**src/rtl/fractcam_pkg.sv**
```systemverilog
// Shared fractal-TCAM types: index-width helper and the priority-encoder result record.
package fractcam_pkg;

    localparam int RES_IDX_W = 32;

    typedef struct packed {
        logic [RES_IDX_W-1:0] idx;
        logic                 hit;
        logic                 multi;
    } prio_res_t;

    // Width of an index into n items; never below one bit so ports stay legal.
    function automatic int idx_w(input int n);
        return (n <= 2) ? 1 : $clog2(n);
    endfunction

endpackage

```
**src/rtl/match_prio_enc_if.sv**
```systemverilog
// Match-line input channel and encoded-result output channel of match_prio_enc.
interface match_prio_enc_if #(parameter int DEPTH = 64);
    import fractcam_pkg::*;

    localparam int IDX_W = idx_w(DEPTH);

    logic [DEPTH-1:0] match_in;
    logic             match_valid;
    logic             match_ready;
    logic [IDX_W-1:0] out_idx;
    logic             out_hit;
    logic             out_multi;
    logic             out_valid;
    logic             out_ready;

    modport master (
        output match_in, match_valid, out_ready,
        input  match_ready, out_idx, out_hit, out_multi, out_valid
    );

    modport slave (
        input  match_in, match_valid, out_ready,
        output match_ready, out_idx, out_hit, out_multi, out_valid
    );

endinterface

```
**src/rtl/match_prio_enc_grp.sv**
```systemverilog
// Combinational first-stage encoder for one group of match lines: any hit, 2+ hits, lowest offset.
module prio_enc_grp
    import fractcam_pkg::*;
#(
    parameter  int GROUP = 8,
    localparam int OFF_W = idx_w(GROUP)
) (
    input  logic [GROUP-1:0] i_bits,
    output logic             o_hit,
    output logic             o_multi,
    output logic [OFF_W-1:0] o_off
);

    // Scan from the top so the lowest set bit is the last one written.
    always_comb begin
        o_off = '0;
        for (int i = GROUP - 1; i >= 0; i--) begin
            if (i_bits[i]) o_off = OFF_W'(i);
        end
    end

    assign o_hit   = |i_bits;
    assign o_multi = (i_bits & (i_bits - GROUP'(1))) != '0;

endmodule

```
**src/rtl/match_prio_enc.sv**
```systemverilog
// Two-stage TCAM match-line priority encoder (entry 0 wins) with valid/ready on both sides.
// Optional saturating hit/miss result counters are built when PRIO_ENC_STATS_EN is defined.
module match_prio_enc
    import fractcam_pkg::*;
#(
    parameter int DEPTH = 64,
    parameter int GROUP = 8
) (
    input  logic             clk,
    input  logic             rst,
    match_prio_enc_if.slave  bus
`ifdef PRIO_ENC_STATS_EN
    ,
    output logic [31:0]      hit_cnt,
    output logic [31:0]      miss_cnt
`endif
);

    localparam int IDX_W = idx_w(DEPTH);
    localparam int NGRP  = DEPTH / GROUP;
    localparam int OFF_W = idx_w(GROUP);
    localparam int GRP_W = idx_w(NGRP);

    logic [NGRP-1:0]  w_grp_hit;
    logic [NGRP-1:0]  w_grp_multi;
    logic [OFF_W-1:0] w_grp_off [NGRP];

    logic [NGRP-1:0]  r_grp_hit_p1;
    logic [NGRP-1:0]  r_grp_multi_p1;
    logic [OFF_W-1:0] r_grp_off_p1 [NGRP];
    logic             r_vld_p1;

    prio_res_t        w_res;
    logic [GRP_W-1:0] w_sel;
    prio_res_t        r_res_p2;
    logic             r_vld_p2;

    logic             w_rdy_p1;
    logic             w_rdy_p2;
    logic             w_unused_idx;

    assign w_rdy_p2 = !r_vld_p2 || bus.out_ready;
    assign w_rdy_p1 = !r_vld_p1 || w_rdy_p2;

    for (genvar g = 0; g < NGRP; g++) begin : g_grp
        prio_enc_grp #(.GROUP(GROUP)) u_grp (
            .i_bits  (bus.match_in[g*GROUP +: GROUP]),
            .o_hit   (w_grp_hit[g]),
            .o_multi (w_grp_multi[g]),
            .o_off   (w_grp_off[g])
        );
    end

    // ---- stage 1: per-group summaries ----
    always_ff @(posedge clk or posedge rst) begin
        if (rst) begin
            r_vld_p1 <= 1'b0;
        end else if (w_rdy_p1) begin
            r_vld_p1 <= bus.match_valid;
        end
    end

    always_ff @(posedge clk) begin
        if (w_rdy_p1 && bus.match_valid) begin
            r_grp_hit_p1   <= w_grp_hit;
            r_grp_multi_p1 <= w_grp_multi;
            r_grp_off_p1   <= w_grp_off;
        end
    end

    // ---- stage 2: pick the lowest hitting group ----
    always_comb begin
        w_sel = '0;
        w_res = '0;
        for (int g = NGRP - 1; g >= 0; g--) begin
            if (r_grp_hit_p1[g]) w_sel = GRP_W'(g);
        end
        w_res.idx   = RES_IDX_W'(w_sel) * RES_IDX_W'(GROUP) + RES_IDX_W'(r_grp_off_p1[w_sel]);
        w_res.hit   = |r_grp_hit_p1;
        w_res.multi = ((r_grp_hit_p1 & (r_grp_hit_p1 - NGRP'(1))) != '0) || r_grp_multi_p1[w_sel];
    end

    always_ff @(posedge clk or posedge rst) begin
        if (rst) begin
            r_vld_p2 <= 1'b0;
            r_res_p2 <= '0;
        end else if (w_rdy_p2) begin
            r_vld_p2 <= r_vld_p1;
            if (r_vld_p1) r_res_p2 <= w_res;
        end
    end

    assign bus.match_ready = w_rdy_p1;
    assign bus.out_valid   = r_vld_p2;
    assign bus.out_idx     = r_res_p2.idx[IDX_W-1:0];
    assign bus.out_hit     = r_res_p2.hit;
    assign bus.out_multi   = r_res_p2.multi;
    assign w_unused_idx    = ^r_res_p2.idx[RES_IDX_W-1:IDX_W];

`ifdef PRIO_ENC_STATS_EN
    logic [31:0] r_hit_cnt;
    logic [31:0] r_miss_cnt;
    logic        w_out_xfer;

    assign w_out_xfer = r_vld_p2 && bus.out_ready;

    always_ff @(posedge clk or posedge rst) begin
        if (rst) begin
            r_hit_cnt  <= '0;
            r_miss_cnt <= '0;
        end else if (w_out_xfer) begin
            if (r_res_p2.hit) begin
                if (r_hit_cnt != '1) r_hit_cnt <= r_hit_cnt + 32'd1;
            end else begin
                if (r_miss_cnt != '1) r_miss_cnt <= r_miss_cnt + 32'd1;
            end
        end
    end

    assign hit_cnt  = r_hit_cnt;
    assign miss_cnt = r_miss_cnt;
`endif

endmodule

```
**src/flat_wrapper.sv**
```systemverilog
// flat-port wrapper written by rule: the top's interface ports become plain ports
module match_prio_enc_flat import fractcam_pkg::*;
#(
    parameter int DEPTH = 64,
    parameter int GROUP = 8
)
  (clk, rst, bus_match_in, bus_match_valid, bus_out_ready, bus_match_ready, bus_out_idx, bus_out_hit, bus_out_multi, bus_out_valid);
  match_prio_enc_if #(.DEPTH(DEPTH)) bus_i ();
  input  logic clk;
  input  logic rst;
  input wire logic [$bits(bus_i.match_in)-1:0] bus_match_in;
  input wire logic [$bits(bus_i.match_valid)-1:0] bus_match_valid;
  input wire logic [$bits(bus_i.out_ready)-1:0] bus_out_ready;
  output wire logic [$bits(bus_i.match_ready)-1:0] bus_match_ready;
  output wire logic [$bits(bus_i.out_idx)-1:0] bus_out_idx;
  output wire logic [$bits(bus_i.out_hit)-1:0] bus_out_hit;
  output wire logic [$bits(bus_i.out_multi)-1:0] bus_out_multi;
  output wire logic [$bits(bus_i.out_valid)-1:0] bus_out_valid;
  assign bus_i.match_in = bus_match_in;
  assign bus_i.match_valid = bus_match_valid;
  assign bus_i.out_ready = bus_out_ready;
  assign bus_match_ready = bus_i.match_ready;
  assign bus_out_idx = bus_i.out_idx;
  assign bus_out_hit = bus_i.out_hit;
  assign bus_out_multi = bus_i.out_multi;
  assign bus_out_valid = bus_i.out_valid;
  match_prio_enc #(.DEPTH(DEPTH), .GROUP(GROUP)) u_core (.clk(clk), .rst(rst), .bus(bus_i));
endmodule
```
**config.mk**
```make
export PLATFORM = sky130hd
export DESIGN_NAME = match_prio_enc_flat
export DESIGN_NICKNAME = d
export VERILOG_FILES = /design/src/rtl/fractcam_pkg.sv /design/src/rtl/match_prio_enc_if.sv /design/src/rtl/match_prio_enc_grp.sv /design/src/rtl/match_prio_enc.sv /design/src/flat_wrapper.sv
export SDC_FILE = /design/constraint.sdc
export NUM_CORES = 1
export LEC_CHECK = 0
export ABC_CLOCK_PERIOD_IN_PS = 3650
export CORE_ASPECT_RATIO = 0.8
export CORE_MARGIN = 3
export CORE_UTILIZATION = 53
export CTS_CLUSTER_SIZE = 14
export DETAILED_ROUTE_END_ITERATION = 10
export HOLD_SLACK_MARGIN = 0.03
export PLACE_DENSITY = 0.83
export SKIP_LAST_GASP = 1
export SYNTH_ARGS = -nofsm -noshare
export SYNTH_HDL_FRONTEND = slang
export SYNTH_SLANG_ARGS = --single-unit
```
**constraint.sdc**
```tcl
create_clock -name clk -period 3.65 [get_ports clk]
set_input_delay 0.5475 -clock clk [delete_from_list [all_inputs] [get_ports clk]]
set_output_delay 0.5475 -clock clk [all_outputs]
set_load 0.1 [all_outputs]
```
==> results.txt <==
The total of endpoints with negative setup slack in the final report is 0. Counting instances, the worst hold path has a depth of 1. The total of flip-flops plus latches after synthesis is 50.

The final critical-path required period is 2.58 ns. The final routed DRC violation total came out at 0. The count of antenna-violating nets left after detailed routing is 0. The final routed wire length divided by cell count came out at 14.4 um. The total of hold buffers inserted after clock tree synthesis is 0. In this run the worst hold path is classified as reg -> reg. The clock transition time at the flip-flop clock pins of the worst setup and hold paths is 0.08 ns. The net total in the final layout came out at 464. TritonCTS built the clock tree. For this run, global-route usage on met1 was measured as 28.7%. The slowest stage of the critical path is the sky130_fd_sc_hd__nor2b_2 cell. The sum of overflow across all layers after global routing came out at 0. The fraction of the yosys area taken by sequential cells came out at ~47%. The arrival time at the worst endpoint came out at ~2.7 ns.

Across the VDD grid, the largest voltage drop is 0.000184 V. For this block, the initial DRC count from the detailed router was 166. Measured in cells, the most critical reg-to-reg path has a length of 5. In the final timing run, aggregate negative setup slack is 0 ns. The worst setup path startpoint is u_core.r_grp_hit_p1[2]$_DFFE_PP_. The worst pin sits at a relative slew slack of between 30% and 40%. The number of buffers and inverters on the critical path is 0. The worst setup path is launched from a flop. Based on the critical path, the design can be clocked at up to 387 MHz. Counting distinct cell types in the post-synthesis netlist gives 35. The clock latency on the worst-skew pair is 0.29 ns. The global placement routability congestion is 0.810. The cell row count is 24. The floorplan step defined a die boundary enclosing 6790 um^2. The count of boundary I/O pins is around 80. Detailed placement ended at an HPWL of 5.39 mm.

The area growth from synthesis to layout is 29.5%. The fraction of final layout cells sized beyond drive strength 1 came out at 5.29%. The H-tree was split into 2 levels.

The biggest fanout along the worst timing path came out at 13. The overall global routing resource usage is 20.7%. For this configuration, the core starts out at a cell density of a little under three fifths.

For the pin with the worst max-slew slack, the measured transition is 0.974 ns. Before antenna repair, the detailed router went through 4 iterations. The setup clock skew after layout came out at 0.00378 ns.

The worst setup margin came out at 1.07 ns. Final hold analysis gives a worst-case slack of 0.500 ns. Setup repair after global routing left no endpoint under its margin. The fraction of the cycle the final worst path needs is between 70% and 80%. The signal on the critical path passes through nor4_4, nor2b_2, mux4_2, mux2i_1, a21oi_1. The max-cap check violation count came out at 0.

The mean instance size in the synthesized netlist is between 9 and 10 um^2. The clock net in this run drives a total of 50 sinks. The number of input and output port buffers inserted is 77.

The areal power density over the cells came out at 312 nW/um^2. The capture endpoint of the worst hold path is u_core.bus.out_valid$_DFFE_PP0P_. The number of cells produced by synthesis is 315. From left edge to right edge, the die measures 91.4 um. The number of hold violations in the final report is 0. The via count of the first global-routing pass came to 2416. The total count of max-transition violations in the final report was 0. The met2 routing resource usage after global routing came out at around a third. The total clock buffers created by CTS came out at 5. The synthesis warning total is 0. On the worst path, the slowest cell contributes a delay of about 0.73 ns.

0 antenna diodes ended up in the layout. The post-CTS setup buffer count came out at 0. The largest net degree at the start of global routing came out at 41.

The number of buffers on the longest clock path is 2. The first-pass GRT wire length is 11.1 mm. The average via count per standard cell came out at 5.70. The met3 usage in global routing came out at around 5.9%. The flow ran to the end, and the final reports show no timing, DRC or antenna violations. The worst setup path is captured at a flop. The placeable core region is 5560 um^2. The total standard cell area after synthesis is 3090 um^2.

The startpoint identified for the worst register-to-register timing path is u_core.r_grp_hit_p1[2]$_DFFE_PP_. The initial antenna violation count came to 0. The number of vias after detailed routing is 2708.

The leakage component of the power came out at 1.32 nW. The number of gates given a new drive strength after cts is 0. The root buffer cell chosen for the clock tree is sky130_fd_sc_hd__clkbuf_8. The synthesized net count came out at 383.

The worst hold path begins at u_core.r_vld_p1$_DFFE_PP0N_. The total wirelength of the detailed-routed design came out at between 6 and 7 mm. The layer with the highest usage is met2. The required time of the critical path came out at about 3.8 ns.

The chip height is 74.3 um. The pre-CTS setup slack came out at about 1.1 ns. By startpoint and endpoint, the worst setup path is classified as reg -> reg. Setup slack on the worst reg-to-reg path comes out at between 1 and 1.5 ns. Grouping stages by cell kind, the critical path spends the most delay in simple AND/OR/NAND/NOR gates. The reg-to-reg critical path endpoint is u_core.bus.out_idx[1]$_DFFE_PP0P_.
[layout make-up]
type / count / area [um^2]
timing repair buffer: 77 / 768
clock inverter: 2 / 8.76
multi-input combinational: 244 / 1540
fill: 392 / 1550
sequential: 50 / 1450
inverter: 18 / 67.6
tap: 78 / 97.6
clock buffer: 6 / 72.6
[worst register-to-register path, cell delays in order, from the launching register on]
cell and delay (ns):
sky130_fd_sc_hd__edfxtp_1 0.52, sky130_fd_sc_hd__nor4_4 0.35, sky130_fd_sc_hd__nor2b_2 0.73, sky130_fd_sc_hd__mux4_2 0.60, sky130_fd_sc_hd__mux2i_1 0.16, sky130_fd_sc_hd__a21oi_1 0.08
[how the worst max path moves through the flow]
stage	endpoint	cells after the start
after global placement	u_core.bus.out_idx[2]$_DFFE_PP0P_	5
after detailed placement	u_core.bus.out_idx[1]$_DFFE_PP0P_	5
final	u_core.bus.out_idx[1]$_DFFE_PP0P_	5
after global routing	u_core.bus.out_idx[0]$_DFFE_PP0P_	5
after floorplan	u_core.r_grp_hit_p1[0]$_DFFE_PP_	2
after CTS	u_core.bus.out_idx[1]$_DFFE_PP0P_	5
[flip-flops by register name, summed over array words and instances (netlist names)]
signal / flops
u_core.r_grp_off_p1: 24
u_core.r_grp_hit_p1: 8
u_core.bus.out_valid: 1
u_core.bus.out_hit: 1
u_core.bus.out_multi: 1
u_core.r_vld_p1: 1
u_core.bus.out_idx: 6
u_core.r_grp_multi_p1: 8
[power breakdown]
part           leakage [nW]  total, mW  internal (mW)  switching, mW
clock network        0.0426      0.296          0.132          0.165
logic                 0.809      0.291          0.124          0.167
registers             0.464      0.663          0.650         0.0138
total                  1.32       1.25          0.905          0.346
[cell families after synthesis]
| family | share of synthesized area [%] |
|---|---|
| buffers and inverters | 3.32 |
| and+or+nand+nor | 21.3 |
| adders and majority gates | 2.91 |
| DFF | 46.9 |
| AOI/OAI and AO/OA | 16.3 |
| muxes | 9.19 |
[cell usage in the layout (no fill, tap or decap), types with 2 or more instances in the layout]
cell / instances
sky130_fd_sc_hd__nor4_4: 2
sky130_fd_sc_hd__nor4_1: 16
sky130_fd_sc_hd__o22a_1: 6
sky130_fd_sc_hd__nor3_1: 19
sky130_fd_sc_hd__o21ai_0: 15
sky130_fd_sc_hd__clkbuf_8: 5
sky130_fd_sc_hd__nand2_1: 12
sky130_fd_sc_hd__maj3_1: 9
sky130_fd_sc_hd__or4_1: 2
sky130_fd_sc_hd__dfrtp_1: 10
sky130_fd_sc_hd__a21boi_0: 6
sky130_fd_sc_hd__clkdlybuf4s50_1: 76
sky130_fd_sc_hd__nor2_1: 65
sky130_fd_sc_hd__o21bai_1: 9
sky130_fd_sc_hd__inv_1: 18
sky130_fd_sc_hd__mux2_2: 3
sky130_fd_sc_hd__mux2i_1: 16
sky130_fd_sc_hd__o32ai_1: 6
sky130_fd_sc_hd__nand2b_1: 11
sky130_fd_sc_hd__o22ai_1: 2
sky130_fd_sc_hd__mux4_2: 4
sky130_fd_sc_hd__edfxtp_1: 40
sky130_fd_sc_hd__a21oi_1: 30
[through the flow]
| stage | util, % | cell area [um^2] | instances | power (mW) |
|---|---|---|---|---|
| floorplan | - | 3090 | 315 | 0.820 |
| global placement | 70.6 | 3920 | 467 | 0.959 |
| detailed placement | 70.6 | 3920 | 467 | 0.966 |
| CTS | 72.1 | 4010 | 475 | 1.26 |
| global route | 72.1 | 4010 | 475 | 1.31 |
| finish | 72.1 | 4010 | 475 | 1.25 |
[routing by layer]
layer  wire length [um]  vias up
met5                  0        -
met4                107        0
met3                419       10
met2               3110       95
met1               3200     1250
li1                   -     1353
[synth_stat cells, drive strengths merged]
library cell / count / area, um^2
a21oi: 30 / 150
nor3: 19 / 95.1
nor4: 18 / 143
clkbuf: 1 / 3.75
or3: 1 / 7.51
o32ai: 6 / 52.6
and2: 2 / 12.5
nor2b: 2 / 15.0
nand2b: 11 / 68.8
nand3b: 1 / 7.51
dfrtp: 10 / 250
inv: 18 / 67.6
o21ai: 16 / 80.1
nand3: 1 / 5.00
or4: 2 / 15.0
o22ai: 2 / 12.5
mux2: 3 / 33.8
maj3: 9 / 90.1
a31oi: 1 / 6.26
edfxtp: 40 / 1200
nor2: 65 / 244
nand2: 12 / 45.0
o22a: 6 / 52.6
o21bai: 9 / 67.6
mux4: 4 / 90.1
a211oi: 1 / 12.5
a21boi: 6 / 45.0
buf: 2 / 31.3
a221oi: 1 / 26.3
mux2i: 16 / 160
Note: power is estimated with default switching activity, not from simulation.
